===== config.mk =====
export PLATFORM = sky130hd
export DESIGN_NAME = seq_detect_ctrl
export DESIGN_NICKNAME = d
export VERILOG_FILES = /design/src/rtl/seq_detect_pkg.sv /design/src/rtl/seq_bit_detector.sv /design/src/rtl/seq_detect_ctrl.sv
export SDC_FILE = /design/constraint.sdc
export NUM_CORES = 1
export LEC_CHECK = 0
export CORE_MARGIN = 3
export CORE_UTILIZATION = 50
export DETAILED_ROUTE_END_ITERATION = 8
export PLACE_DENSITY = 0.76
export SLEW_MARGIN = 20
export SYNTH_ARGS = -nofsm -noshare
export SYNTH_HDL_FRONTEND = slang
export SYNTH_SLANG_ARGS = --single-unit

===== constraint.sdc =====
create_clock -name clk -period 2.7 [get_ports clk]
set_clock_uncertainty 0.1 [all_clocks]
set_input_delay 0.54 -clock clk [delete_from_list [all_inputs] [get_ports clk]]
set_output_delay 0.54 -clock clk [all_outputs]
set_load 0.01 [all_outputs]

===== src/rtl/seq_detect_pkg.sv =====
// seq_detect_pkg
// Shared constants and types for the word-level sequence detector.
//   BYTE_W       : width of one input word
//   DEF_PAT_LEN  : default pattern length in bits
//   DEF_PATTERN  : default pattern, MSB compared against the oldest bit
//   state_e      : controller FSM states
package seq_detect_pkg;

    localparam int BYTE_W = 8;

    localparam int         DEF_PAT_LEN = 4;
    localparam logic [3:0] DEF_PATTERN = 4'b1011;

    typedef enum logic [1:0] {
        ST_IDLE  = 2'd0,
        ST_SHIFT = 2'd1,
        ST_DONE  = 2'd2
    } state_e;

endpackage


===== src/rtl/seq_bit_detector.sv =====
// seq_bit_detector
// Bit-serial pattern matcher with a sliding window of the last PAT_LEN bits.
// Ports:
//   clk, rst : clock, asynchronous active-high reset
//   bit_in   : serial data bit
//   bit_en   : bit_in is valid this cycle and is shifted into the window
//   clear    : empty the window history (takes priority over bit_en)
//   match    : combinational; high when the window including bit_in equals
//              PATTERN and the window is completely filled
module seq_bit_detector
    import seq_detect_pkg::*;
#(
    parameter int                 PAT_LEN = DEF_PAT_LEN,
    parameter logic [PAT_LEN-1:0] PATTERN = PAT_LEN'(DEF_PATTERN)
) (
    input  logic clk,
    input  logic rst,
    input  logic bit_in,
    input  logic bit_en,
    input  logic clear,
    output logic match
);

    localparam int                FILL_W   = $clog2(PAT_LEN + 1);
    localparam logic [FILL_W-1:0] FILL_MAX = FILL_W'(PAT_LEN);

    logic [PAT_LEN-1:0] window_r;
    logic [PAT_LEN-1:0] window_nx_s;
    logic [FILL_W-1:0]  fill_r;
    logic [FILL_W-1:0]  fill_nx_s;

    // Next window/fill as if bit_in were shifted in; fill saturates once full.
    always_comb begin
        window_nx_s = {window_r[PAT_LEN-2:0], bit_in};
        if (fill_r == FILL_MAX) begin
            fill_nx_s = fill_r;
        end else begin
            fill_nx_s = fill_r + FILL_W'(1);
        end
    end

    // The match looks at the window that already contains the current bit,
    // so a detection is reported in the same cycle the bit is presented.
    assign match = bit_en && (fill_nx_s == FILL_MAX) && (window_nx_s == PATTERN);

    // Window history register: cleared by reset or clear, advanced by bit_en.
    always_ff @(posedge clk or posedge rst) begin
        if (rst) begin
            window_r <= '0;
            fill_r   <= '0;
        end else if (clear) begin
            window_r <= '0;
            fill_r   <= '0;
        end else if (bit_en) begin
            window_r <= window_nx_s;
            fill_r   <= fill_nx_s;
        end else begin
            window_r <= window_r;
            fill_r   <= fill_r;
        end
    end

endmodule


===== src/rtl/seq_detect_ctrl.sv =====
// seq_detect_ctrl
// Accepts bytes on a valid/ready handshake, shifts each one MSB-first through
// seq_bit_detector and returns the per-word match count on a valid/ready
// output handshake. Detector history carries across words unless flushed.
// Ports:
//   clk, rst             : clock, asynchronous active-high reset
//   in_data/valid/ready  : byte input handshake (ready only in IDLE)
//   flush                : clear detector history, honoured only in IDLE
//   out_count/valid/ready: per-word match count handshake
//   hit                  : one-cycle pulse in the cycle after a matching bit
//   total_hits           : saturating count of all detections since reset
module seq_detect_ctrl
    import seq_detect_pkg::*;
#(
    parameter int                 PAT_LEN = DEF_PAT_LEN,
    parameter logic [PAT_LEN-1:0] PATTERN = PAT_LEN'(DEF_PATTERN),
    parameter int                 CNT_W   = 4,
    parameter int                 TOT_W   = 16
) (
    input  logic              clk,
    input  logic              rst,
    input  logic [7:0]        in_data,
    input  logic              in_valid,
    output logic              in_ready,
    input  logic              flush,
    output logic [CNT_W-1:0]  out_count,
    output logic              out_valid,
    input  logic              out_ready,
    output logic              hit,
    output logic [TOT_W-1:0]  total_hits
);

    localparam logic [1:0]       IDLE    = ST_IDLE;
    localparam logic [1:0]       SHIFT   = ST_SHIFT;
    localparam logic [1:0]       DONE    = ST_DONE;
    localparam logic [TOT_W-1:0] TOT_MAX = {TOT_W{1'b1}};

    logic [1:0]        state_r;
    logic [BYTE_W-1:0] shreg_r;
    logic [2:0]        bit_cnt_r;
    logic [CNT_W-1:0]  word_cnt_r;
    logic              match_s;
    logic              bit_en_s;
    logic              clear_s;

    assign bit_en_s = (state_r == SHIFT);
    assign clear_s  = (state_r == IDLE) && flush;

    seq_bit_detector #(
        .PAT_LEN (PAT_LEN),
        .PATTERN (PATTERN)
    ) u_det (
        .clk    (clk),
        .rst    (rst),
        .bit_in (shreg_r[BYTE_W-1]),
        .bit_en (bit_en_s),
        .clear  (clear_s),
        .match  (match_s)
    );

    // Controller FSM, shift register, counters and registered handshake outputs.
    always_ff @(posedge clk or posedge rst) begin
        if (rst) begin
            state_r    <= IDLE;
            shreg_r    <= '0;
            bit_cnt_r  <= 3'd0;
            word_cnt_r <= '0;
            in_ready   <= 1'b1;
            out_valid  <= 1'b0;
            out_count  <= '0;
            hit        <= 1'b0;
            total_hits <= '0;
        end else begin
            case (state_r)
                IDLE: begin
                    hit <= 1'b0;
                    if (in_valid && in_ready) begin
                        shreg_r    <= in_data;
                        bit_cnt_r  <= 3'd0;
                        word_cnt_r <= '0;
                        in_ready   <= 1'b0;
                        state_r    <= SHIFT;
                    end else begin
                        in_ready <= 1'b1;
                    end
                end
                SHIFT: begin
                    shreg_r   <= {shreg_r[BYTE_W-2:0], 1'b0};
                    bit_cnt_r <= bit_cnt_r + 3'd1;
                    hit       <= match_s;
                    if (match_s) begin
                        word_cnt_r <= word_cnt_r + CNT_W'(1);
                        if (total_hits != TOT_MAX) begin
                            total_hits <= total_hits + TOT_W'(1);
                        end else begin
                            total_hits <= total_hits;
                        end
                    end else begin
                        word_cnt_r <= word_cnt_r;
                    end
                    // Last bit: fold its own match into the presented count.
                    if (bit_cnt_r == 3'd7) begin
                        out_count <= word_cnt_r + (match_s ? CNT_W'(1) : CNT_W'(0));
                        out_valid <= 1'b1;
                        state_r   <= DONE;
                    end else begin
                        state_r <= SHIFT;
                    end
                end
                DONE: begin
                    hit <= 1'b0;
                    if (out_ready) begin
                        out_valid <= 1'b0;
                        in_ready  <= 1'b1;
                        state_r   <= IDLE;
                    end else begin
                        state_r <= DONE;
                    end
                end
                default: begin
                    state_r   <= IDLE;
                    in_ready  <= 1'b1;
                    out_valid <= 1'b0;
                    hit       <= 1'b0;
                end
            endcase
        end
    end

endmodule


==> impl.org <==
** Placed design
- Post-detail-place hpwl :: 2880 um
- Input and output buffers added on the ports amount to 35.
- After detailed placement, the design holds a cell count of 289.
- The congestion estimate from routability-driven global placement came to 0.751.
- Dpl cell area :: 2620 um^2

** Global route
- Number of global-route vias before repair :: 1609
- Global-route wire length before repair :: 7280 um
- Maximum number of pins on one net before global-route repair :: 24
- Leftover overflow at the end of global routing :: 0
- For this run, the total global-route usage over all layers was measured as 18.1%.
- Initial antenna violation count :: 0

** Clock network
- H-tree Lvls :: 2
- In this run the deepest clock path goes through 2 buffers.
- Once the clock tree was built, the resizer swapped 0 gates to a different size.
- Clock-pin slew on the worst setup and hold paths :: 0.08 ns
- Number of clock sinks seen by CTS :: 46
- Clock latency on the worst-skew pair, taken at its later pin, is 0.30 ns.
- Clock tree from TritonCTS :: done
- Number of buffers added by the clock tree synthesis step :: 5
- In this run the clock root is driven by a sky130_fd_sc_hd__clkbuf_8.
- CTS hold repair buffers :: 0
- Once the clock tree was built, the setup fixing pass inserted 0 buffers.

** Final layout
- Summing all non-filler instances in the final layout gives an area of 2700 um^2.
- Post-route core utilization :: 65.5%
- Ratio of cells with drive above 1 in the final layout :: 10.6%
- Relative to the synthesized area, the layout overhead comes to 23.2%.
- Final standard cell count with taps included and fillers excluded :: 296
- The number of antenna diodes in the final layout is 0.
- For this run, the post-layout net count is 267.

** Critical path
- Data on the critical path is required at its endpoint by 2.79 ns.
- Reg2Reg Capture Point :: out_count[1]
- Counting stages on the worst path, the most repeated cell is sky130_fd_sc_hd__ha_1.
- Among cell families on the critical path, the largest total delay comes from adder cells.
- Maximum net fanout on the critical path :: 8
- STA classifies the critical path endpoint as a flop.
- The critical path crosses 9 cells after its start point.
- Startpoint types :: flop
- R2r setup slk :: 0.21 ns
- Origin of the worst setup path :: u_det.fill_r[0]
- In this run the critical register-to-register path is launched from u_det.fill_r[0].
- STA puts the critical path data arrival time at 2.58 ns.
- Following the worst setup path forward leads to its endpoint at out_count[1].
- The number of buffers and inverters on the critical path is 2.
- By startpoint and endpoint, the worst setup path is classified as flop to flop.
- The largest single stage delay on the critical path is 0.40 ns.
- List of cells traversed by the critical path :: inv_1 -> ha_1 -> a21bo_2 -> a2111oi_4 -> nand2_2 -> inv_2 -> ha_1 -> ha_1 -> mux2_2
- Measured in cells, the most critical reg-to-reg path has a length of 9.
- Slowest cell on the critical path :: sky130_fd_sc_hd__dfrtp_1

** Synthesis
- Counting every instance in the synthesized netlist gives 204.
- Yosys mapped a number of flops with a built-in enable equal to 0.
- Library cell with the highest instance count after synthesis :: sky130_fd_sc_hd__dfrtp_1
- Mean post-synth cell area :: 10.7 um^2
- Syn nets :: 225
- Primary FF master, synth :: sky130_fd_sc_hd__dfrtp_1
- In this run, synthesis produced a sequential element count of 46.
- Unique cell type count in the Yosys netlist :: 43
- The synthesized design spends more area on one cell type than any other, namely sky130_fd_sc_hd__dfrtp_1.
- Fraction of post-synthesis cell area in the top cell type by area :: 51.5%
- After synthesis, the cell types taking the most area are sky130_fd_sc_hd__dfrtp_1 51%, sky130_fd_sc_hd__nand2_1 5.5%, sky130_fd_sc_hd__ha_1 4.6%.
- The synthesized netlist occupies a cell area of 2190 um^2.
- Yosys warns :: 0
- Share of synthesized area occupied by flip-flops and latches :: 52.7%
- Counting flops with an async set or reset pin after synthesis yields a share of 100%.
- By count the netlist is led by 45 x sky130_fd_sc_hd__dfrtp_1, 32 x sky130_fd_sc_hd__nand2_1, 14 x sky130_fd_sc_hd__nand3_1, 14 x sky130_fd_sc_hd__o21ai_0, 10 x sky130_fd_sc_hd__xnor2_1.

** Status
- Result of the run :: complete, no violations

** Detailed routing
- DRC violations left :: 0
- Final antenna-violating net count :: 0
- Using the TritonRoute via totals, the vias-per-cell ratio works out to 5.38.
- The first detailed-routing pass took 4 iterations.
- Total wire length :: 4080 um
- Drt wl/cell :: 13.8 um
- Detailed routing inserted a total of 1592 vias.
- The detailed router finished its first iteration with 72 violations.

** Timing
- Count of endpoints failing hold in the final timing report :: 0
- Worst max-slew margin expressed relative to the limit :: 62.5%
- In the finished design, the share of the clock period the worst path needs comes to 92.3%.
- Hold is met by 0.378 ns.
- The worst path in the final design needs a cycle of 2.49 ns, including I/O delays and setup.
- Final total negative setup slack :: 0 ns
- Tightest Pin Transition :: 0.559 ns
- Setup repair after global routing left no endpoint under its margin.
- Max-slew violations :: 0
- Based on the critical path, the design can be clocked at up to 401 MHz.
- Setup violations remaining at the end of the flow were counted as 0.

** Pwr
- In this run the power density over the cells is 750 nW/um^2.
- Leakage power summed over all cells :: 1.24 nW
- IR analysis of the VDD net gives a maximum drop of 0.441 mV.

** Floorplanning
- The total area inside the core boundary comes to 4120 um^2.
- Die area :: 5210 um^2
- The initial utilization of the core area, before any placement, comes to 53.2%.
- After floorplanning, the core was divided into 23 placement rows.
- 36 I/O pins were placed.
- The die is 72.2 um wide.
- Die height :: 72.2 um

** Worst hold path
- Path type of the worst min-delay path :: flop to flop

** Run
- Number of max-cap violations :: 0
## per-stage QoR
step,setup WS (ns),power [mW]
floorplan,0.393,1.42
global placement,0.306,1.62
detailed placement,0.213,1.64
CTS,0.203,2.04
global route,0.00331,2.18
finish,0.209,2.02
## cell families after synthesis
kind of cell / Yosys count / share of synthesized area [%]
DFF: 46 / 52.7
muxes: 10 / 4.75
xor gates and xnor gates: 16 / 6.40
and+or+nand+nor: 81 / 19.2
AOI/OAI and AO/OA: 31 / 9.95
buffers and inverters: 12 / 2.52
adders and majority gates: 8 / 4.57
## how the worst min path moves through the flow
stage / start / end / slack, ns / depth (start not counted)
CTS: out_count[3] / out_count[3] / 0.39 / 2
detailed placement: shreg_r[2] / shreg_r[3] / 0.37 / 2
global placement: shreg_r[1] / shreg_r[2] / 0.36 / 2
global route: out_count[2] / out_count[2] / 0.42 / 2
finish: out_count[3] / out_count[3] / 0.38 / 2
floorplan: shreg_r[1] / shreg_r[2] / 0.35 / 2
## tightest hold or removal path, cell delays in order, from the launching register on
cell	delay [ns]
sky130_fd_sc_hd__dfrtp_1	0.35
sky130_fd_sc_hd__nand2_1	0.04
sky130_fd_sc_hd__o21ai_0	0.05
## power by group
part	switching [mW]	leakage (nW)	internal, mW
Sequential	0.111	0.609	0.850
Clock	0.224	0.0438	0.174
Combinational	0.345	0.585	0.318
Total	0.680	1.24	1.34
## per-layer routing
metal / track usage (%) / part of all wire (%) / vias up
met3: 4.57 / 4.3 / 7
met4: 8.77 / 1.9 / 0
met1: 24.7 / 50 / 757
met2: 26.8 / 44 / 28
li1: - / - / 800
met5: 0 / 0 / -
## registers in the layout, summed over array words and instances, names as in the netlist
name            flops
u_det.fill_r        3
total_hits         16
state_r             2
out_valid           1
hit                 1
bit_cnt_r           3
in_ready            1
out_count           4
word_cnt_r          4
u_det.window_r      3
shreg_r             8
## cell usage in the layout (no fill, tap or decap), drive strengths merged, types with 5 or more instances in the layout
master	Yosys	routed
xnor2	10	10
clkbuf	2	5
mux2i	7	7
ha	8	8
nand2	33	33
dfrtp	45	45
buf	3	5
inv	7	6
nor3	7	7
nand3	15	15
xor2	6	6
nand4	5	5
clkdlybuf4s50	0	35
nor2	7	7
o21ai	14	14
## cell type report
class                   count  area, um^2
flip-flops and latches     46        1150
multi-input cells         146         987
clock buffers               5        68.8
repair buffers             40         388
clock inverters             2        10.0
well taps                  50        62.6
inverters                   7        26.3
fillers                   326        1420
Note: power is estimated with default switching activity, not from simulation.
